==> config.mk <==
export PLATFORM = sky130hd
export DESIGN_NAME = booth_seq_mul
export DESIGN_NICKNAME = d
export VERILOG_FILES = /design/src/rtl/booth_seq_mul.sv
export SDC_FILE = /design/constraint.sdc
export NUM_CORES = 1
export LEC_CHECK = 0
export CORE_MARGIN = 8
export CORE_UTILIZATION = 30
export CTS_CLUSTER_SIZE = 40
export DETAILED_ROUTE_END_ITERATION = 6
export PLACE_DENSITY = 0.46
export SYNTH_ARGS = -nofsm -noshare
export SYNTH_HDL_FRONTEND = slang
export SYNTH_SLANG_ARGS = --single-unit
==> constraint.sdc <==
create_clock -name clk_i -period 7.9 [get_ports clk_i]
set_input_delay 2.37 -clock clk_i [delete_from_list [all_inputs] [get_ports clk_i]]
set_output_delay 2.37 -clock clk_i [all_outputs]
set_load 0.1 [all_outputs]
==> src/rtl/booth_seq_mul.sv <==
// Sequential radix-4 Booth multiplier (unsigned operands), one Booth digit per cycle.
// Optional macro BOOTH_SEQ_EARLY_TERM_EN ends RUN once the remaining multiplier bits are zero.
module booth_seq_mul #(
  parameter int WIDTH_A = 16,
  parameter int WIDTH_B = 16,
  parameter int COUNT   = (WIDTH_B + 2) / 2,
  parameter int WIDTH_O = WIDTH_A + WIDTH_B
) (
  input  logic               clk_i,
  input  logic               rst_i,
  input  logic               in_valid_i,
  output logic               in_ready_o,
  input  logic [WIDTH_A-1:0] operand_a_i,
  input  logic [WIDTH_B-1:0] operand_b_i,
  output logic               out_valid_o,
  input  logic               out_ready_i,
  output logic [WIDTH_O-1:0] product_o,
  output logic               busy_o
);

  localparam int MW = WIDTH_A + 1;
  localparam int XW = WIDTH_B + 3;
  localparam int CW = $clog2(COUNT + 1);

  typedef enum logic [1:0] {IDLE, RUN, DONE} state_t;

  state_t             state, state_next;
  logic [WIDTH_A-1:0] a_q;
  logic [XW-1:0]      b_q;
  logic [WIDTH_O-1:0] acc_q, acc_d, product_q;
  logic [CW-1:0]      cnt_q;
  logic               sign_q;
  logic [CW:0]        sh;
  logic [2:0]         digit;
  logic               neg;
  logic               last;
  logic [MW-1:0]      mag, row_bits;
  logic [WIDTH_O-1:0] row_term, inj_term, close_term;

  // b_q shifts right two bits per digit, so the current digit always sits in b_q[2:0].
  always_comb begin
    sh    = {cnt_q, 1'b0};
    digit = b_q[2:0];
    mag   = '0;
    neg   = 1'b0;
    case (digit)
      3'b001, 3'b010: mag = {1'b0, a_q};
      3'b011:         mag = {a_q, 1'b0};
      3'b100: begin
        mag = {a_q, 1'b0};
        neg = 1'b1;
      end
      3'b101, 3'b110: begin
        mag = {1'b0, a_q};
        neg = 1'b1;
      end
      default: mag = '0;
    endcase
    row_bits = neg ? ~mag : mag;

    // Rows carry sign-extension constants; the closing term removes what the unprocessed rows would have cancelled.
    if (cnt_q == '0) begin
      row_term = WIDTH_O'({~neg, neg, neg, row_bits});
    end else begin
      row_term = WIDTH_O'({1'b1, ~neg, row_bits}) << sh;
    end
    inj_term = (WIDTH_O'(sign_q) << sh) >> 2;

`ifdef BOOTH_SEQ_EARLY_TERM_EN
    last = (cnt_q == CW'(COUNT - 1)) || (b_q[XW-1:2] == '0);
`else
    last = (cnt_q == CW'(COUNT - 1));
`endif

    close_term = '0;
    if (last) begin
      close_term = (WIDTH_O'(neg) << sh) - ((WIDTH_O'(1'b1) << (MW + 2)) << sh);
    end
    acc_d = acc_q + row_term + inj_term + close_term;
  end

  always_comb begin
    state_next  = state;
    in_ready_o  = 1'b0;
    out_valid_o = 1'b0;
    busy_o      = 1'b0;
    case (state)
      IDLE: begin
        in_ready_o = 1'b1;
        if (in_valid_i) state_next = RUN;
      end
      RUN: begin
        busy_o = 1'b1;
        if (last) state_next = DONE;
      end
      DONE: begin
        out_valid_o = 1'b1;
        if (out_ready_i) state_next = IDLE;
      end
      default: state_next = IDLE;
    endcase
  end

  always_ff @(posedge clk_i) begin
    if (rst_i) begin
      state     <= IDLE;
      a_q       <= '0;
      b_q       <= '0;
      acc_q     <= '0;
      cnt_q     <= '0;
      sign_q    <= 1'b0;
      product_q <= '0;
    end else begin
      state <= state_next;
      if (state == IDLE && in_valid_i) begin
        a_q    <= operand_a_i;
        b_q    <= {2'b00, operand_b_i, 1'b0};
        acc_q  <= '0;
        cnt_q  <= '0;
        sign_q <= 1'b0;
      end else if (state == RUN) begin
        acc_q  <= acc_d;
        b_q    <= b_q >> 2;
        cnt_q  <= cnt_q + CW'(1);
        sign_q <= neg;
        if (last) product_q <= acc_d;
      end
    end
  end

  assign product_o = product_q;

endmodule

==> results by group <==
Outcome
  – Status: complete, no violations

Layout
  – Synth-to-Final Area Change: 16.3%
  – Area occupied by multi-input gates: ~5700 µm²
  – # nets final: roughly 1300
  – Ant diodes: 0
  – Final Util: 35.2%
  – Layout cells sized above 1: under 10%
  – FF+latch area: 2080 µm²
  – Filler Cell Count: about 3000

GRT
  – All-Layer GR Usage: between 15 and 20%
  – Initial antenna violation count: 0
  – Gr busiest metal: met2
  – M3 GR Usage: ~2.8%
  – First-pass GRT wire length: 40800 µm
  – M2 GR Usage: 23.9%
  – Vias in the first global route: about 7500
  – GR Util met1: approximately a fifth
  – Largest net degree at the start of global routing: 74
  – GR Overflow Total: 0

Synth
  – EDFF count, synth: 0
  – Post-Synthesis Cell Area: between 8000 and 9000 µm²
  – Top cells by area, synth: dfxtp_1 25%, nand2_1 11%, fa_1 10%, ha_1 8.3%, a21oi_1 7.8%
  – Netlist cell types: between 60 and 70
  – Synthesized instance count: roughly 1100
  – Top FF cell, synth: dfxtp_1
  – Share of the synthesized area in the top cell type: approximately a quarter
  – Seq/Total Area, Yosys: around a quarter
  – FF+latch count, synth: around 100
  – Syn avg cell area: roughly 7.5 µm²
  – Asr flop ratio synth: 0%
  – Cell taking the most area after synthesis: dfxtp_1
  – YS warnings: 0

Power and ir drop
  – Cell Pwr Density: 175 nW/µm²
  – Peak VDD IR: between 0.08 and 0.09 mV
  – Pleak: 0.00400 µW

Die
  – FP Rows: slightly above 60
  – Initial core utilization: a little under a third
  – Core area: roughly 28000 µm²
  – # IOs: 71
  – Die area: about 34000 µm²
  – DIE WIDTH: 183 µm
  – Die Y: between 150 and 200 µm

STA
  – Slew headroom: a little under a third
  – Final setup fails: 0
  – Final worst-path cycle share: around 84%
  – Max Slew Vio Count: 0
  – Worst slew pin tran: 1020 ps
  – Setup TNS: 0 ps
  – Crit path time final: ~6600 ps
  – Fmax: between 0.15 and 0.2 GHz
  – Final Hold Viols: 0
  – Clock Skews: between 10 and 15 ps
  – RSZ-0062 raised after global routing: no

Detailed routing
  – DR iter-0 viols: approximately 520
  – Vias per inst: 4.90
  – Routed Antenna Nets: 0
  – WL/cell: 16.0 µm
  – Final wirelength: 24800 µm
  – DR vias: roughly 7600
  – Number of remaining DRC errors: 0
  – Drt pass-1 iters: 5

Place
  – RePlAce Congestion: around 0.84
  – PortBufs: 70
  – Post-DP HPWL: 18500 µm

Clock tree
  – Post-CTS sizing: 0
  – Worst skew pair latency: around 370 ps
  – Postcts setup bufs: 0
  – TritonCTS Sinks: around 100
  – Hold-fix buffers, CTS: 0
  – H-tree levels: 3
  – Clock-pin slew on the worst setup and hold paths: 90 ps
  – CTS tree: built
  – Clk buf depth: 2
  – Clock root cell: clkbuf_16
  – CTS Buf Count: 9

Setup path
  – Worst path required time: approximately 8100 ps
  – Setup Crit Path Kind: reg -> reg
  – Crit path capture type: register
  – Critical Path Start Type: register
  – CP arrival: 6840 ps
  – Crit path max fanout: 13

Run
  – Maxcap violations: 0

Hold path
  – Type of the most critical hold path: reg -> reg
## state kept, by name, indices dropped and copies added (netlist names)
register,flops
sign_q,1
a_q,16
b_q,17
state,2
acc_q,32
product_o,32
cnt_q,4
## metrics by stage
stage | hold slack, ps | power [µW] | worst slack, ps | cell area (µm²) | cells
4_1_cts | 458 | 1730 | 1270 | 9760 | 1555
6_report | 455 | 1710 | 1280 | 9760 | 1555
5_1_grt | 470 | 1850 | 877 | 9760 | 1555
3_3_place_gp | 440 | 1220 | 1330 | 9440 | 1539
2_1_floorplan | 428 | 1060 | 2150 | 8480 | 1140
3_5_place_dp | 447 | 1220 | 1300 | 9440 | 1539
## Yosys cell counts (all sizes together), types with 16 or more instances
cell type	n
dfxtp	104
nor2	74
buf	16
o21ai	39
ha	56
inv	110
clkbuf	45
fa	44
a21oi	131
xnor2	35
a22oi	26
nand3	24
nand2	237
## worst max-delay path, cell delays in order, from the launching register on
cell	delay (ps)
dfxtp_1	380
inv_1	80
ha_1	310
or3_4	490
nand2_1	490
xnor2_1	240
nor2_1	130
a21oi_1	50
nor2_1	210
nand2_1	70
o21ai_0	80
nand2_1	100
fa_1	530
inv_1	60
fa_1	520
fa_1	510
a211o_1	290
o211ai_1	210
a211oi_1	200
o211ai_1	390
a32oi_1	220
or3_1	420
a21oi_1	190
xnor2_1	180
a211oi_2	100
## cells in the final DEF, fill, tap and decap left out, types with 5 or more instances in the layout
| master | count |
|---|---|
| a21oi_1 | 130 |
| nor3_1 | 12 |
| and3_1 | 5 |
| nand2_1 | 237 |
| nand2b_1 | 8 |
| nand3_1 | 24 |
| xor2_1 | 6 |
| and2_1 | 5 |
| inv_1 | 107 |
| conb_1 | 25 |
| ha_1 | 56 |
| a31oi_1 | 11 |
| a22oi_1 | 26 |
| xnor2_1 | 34 |
| mux2i_1 | 14 |
| a21o_1 | 9 |
| nor2_1 | 73 |
| clkdlybuf4s50_1 | 69 |
| o21ai_0 | 37 |
| a211oi_1 | 13 |
| dfxtp_1 | 104 |
| o22ai_1 | 13 |
| fa_1 | 44 |
| buf_4 | 13 |
| clkbuf_16 | 9 |
| o21a_1 | 5 |
## final timing paths
| check | to | start | slack, ps | depth (start not counted) |
|---|---|---|---|---|
| max | product_o[31]$_SDFFE_PP0P_ | b_q[0]$_SDFFE_PP0P_ | 1280 | 24 |
| min | product_o[10]$_SDFFE_PP0P_ | product_o[10]$_SDFFE_PP0P_ | 460 | 2 |
| max reg2reg | product_o[31]$_SDFFE_PP0P_ | b_q[0]$_SDFFE_PP0P_ | 1280 | 24 |
| min reg2reg | product_o[10]$_SDFFE_PP0P_ | product_o[10]$_SDFFE_PP0P_ | 460 | 2 |
## power breakdown
group | leakage [µW] | switching [µW] | internal, µW
Combinational | 0.00300 | 389 | 246
Sequential | 0.000846 | 20.9 | 551
Clock | 0.000158 | 245 | 257
## cells by family after synthesis
kind of cell	share of synthesized area (%)
and+or+nand+nor	19.6
xor gates and xnor gates	4.37
DFF	24.8
adders and majority gates	18.8
other	0.0895
AOI/OAI and AO/OA	20.9
muxes	2.74
buffers and inverters	8.69
## per-layer routing
layer	vias to the layer above	routed length, µm
met4	0	392
met3	25	1160
met5	-	0
met1	3570	12400
li1	3847	-
met2	171	10800
## layout make-up
cell class,count,share of cell area [%]
Clock buffer,9,2.31
Sequential cell,104,21.3
Multi-Input combinational cell,863,58.2
Clock inverter,7,0.949
Timing Repair Buffer,83,8.13
Tap cell,378,4.85
Inverter,111,4.27
No activity file was read; power rests on OpenSTA's default activity.
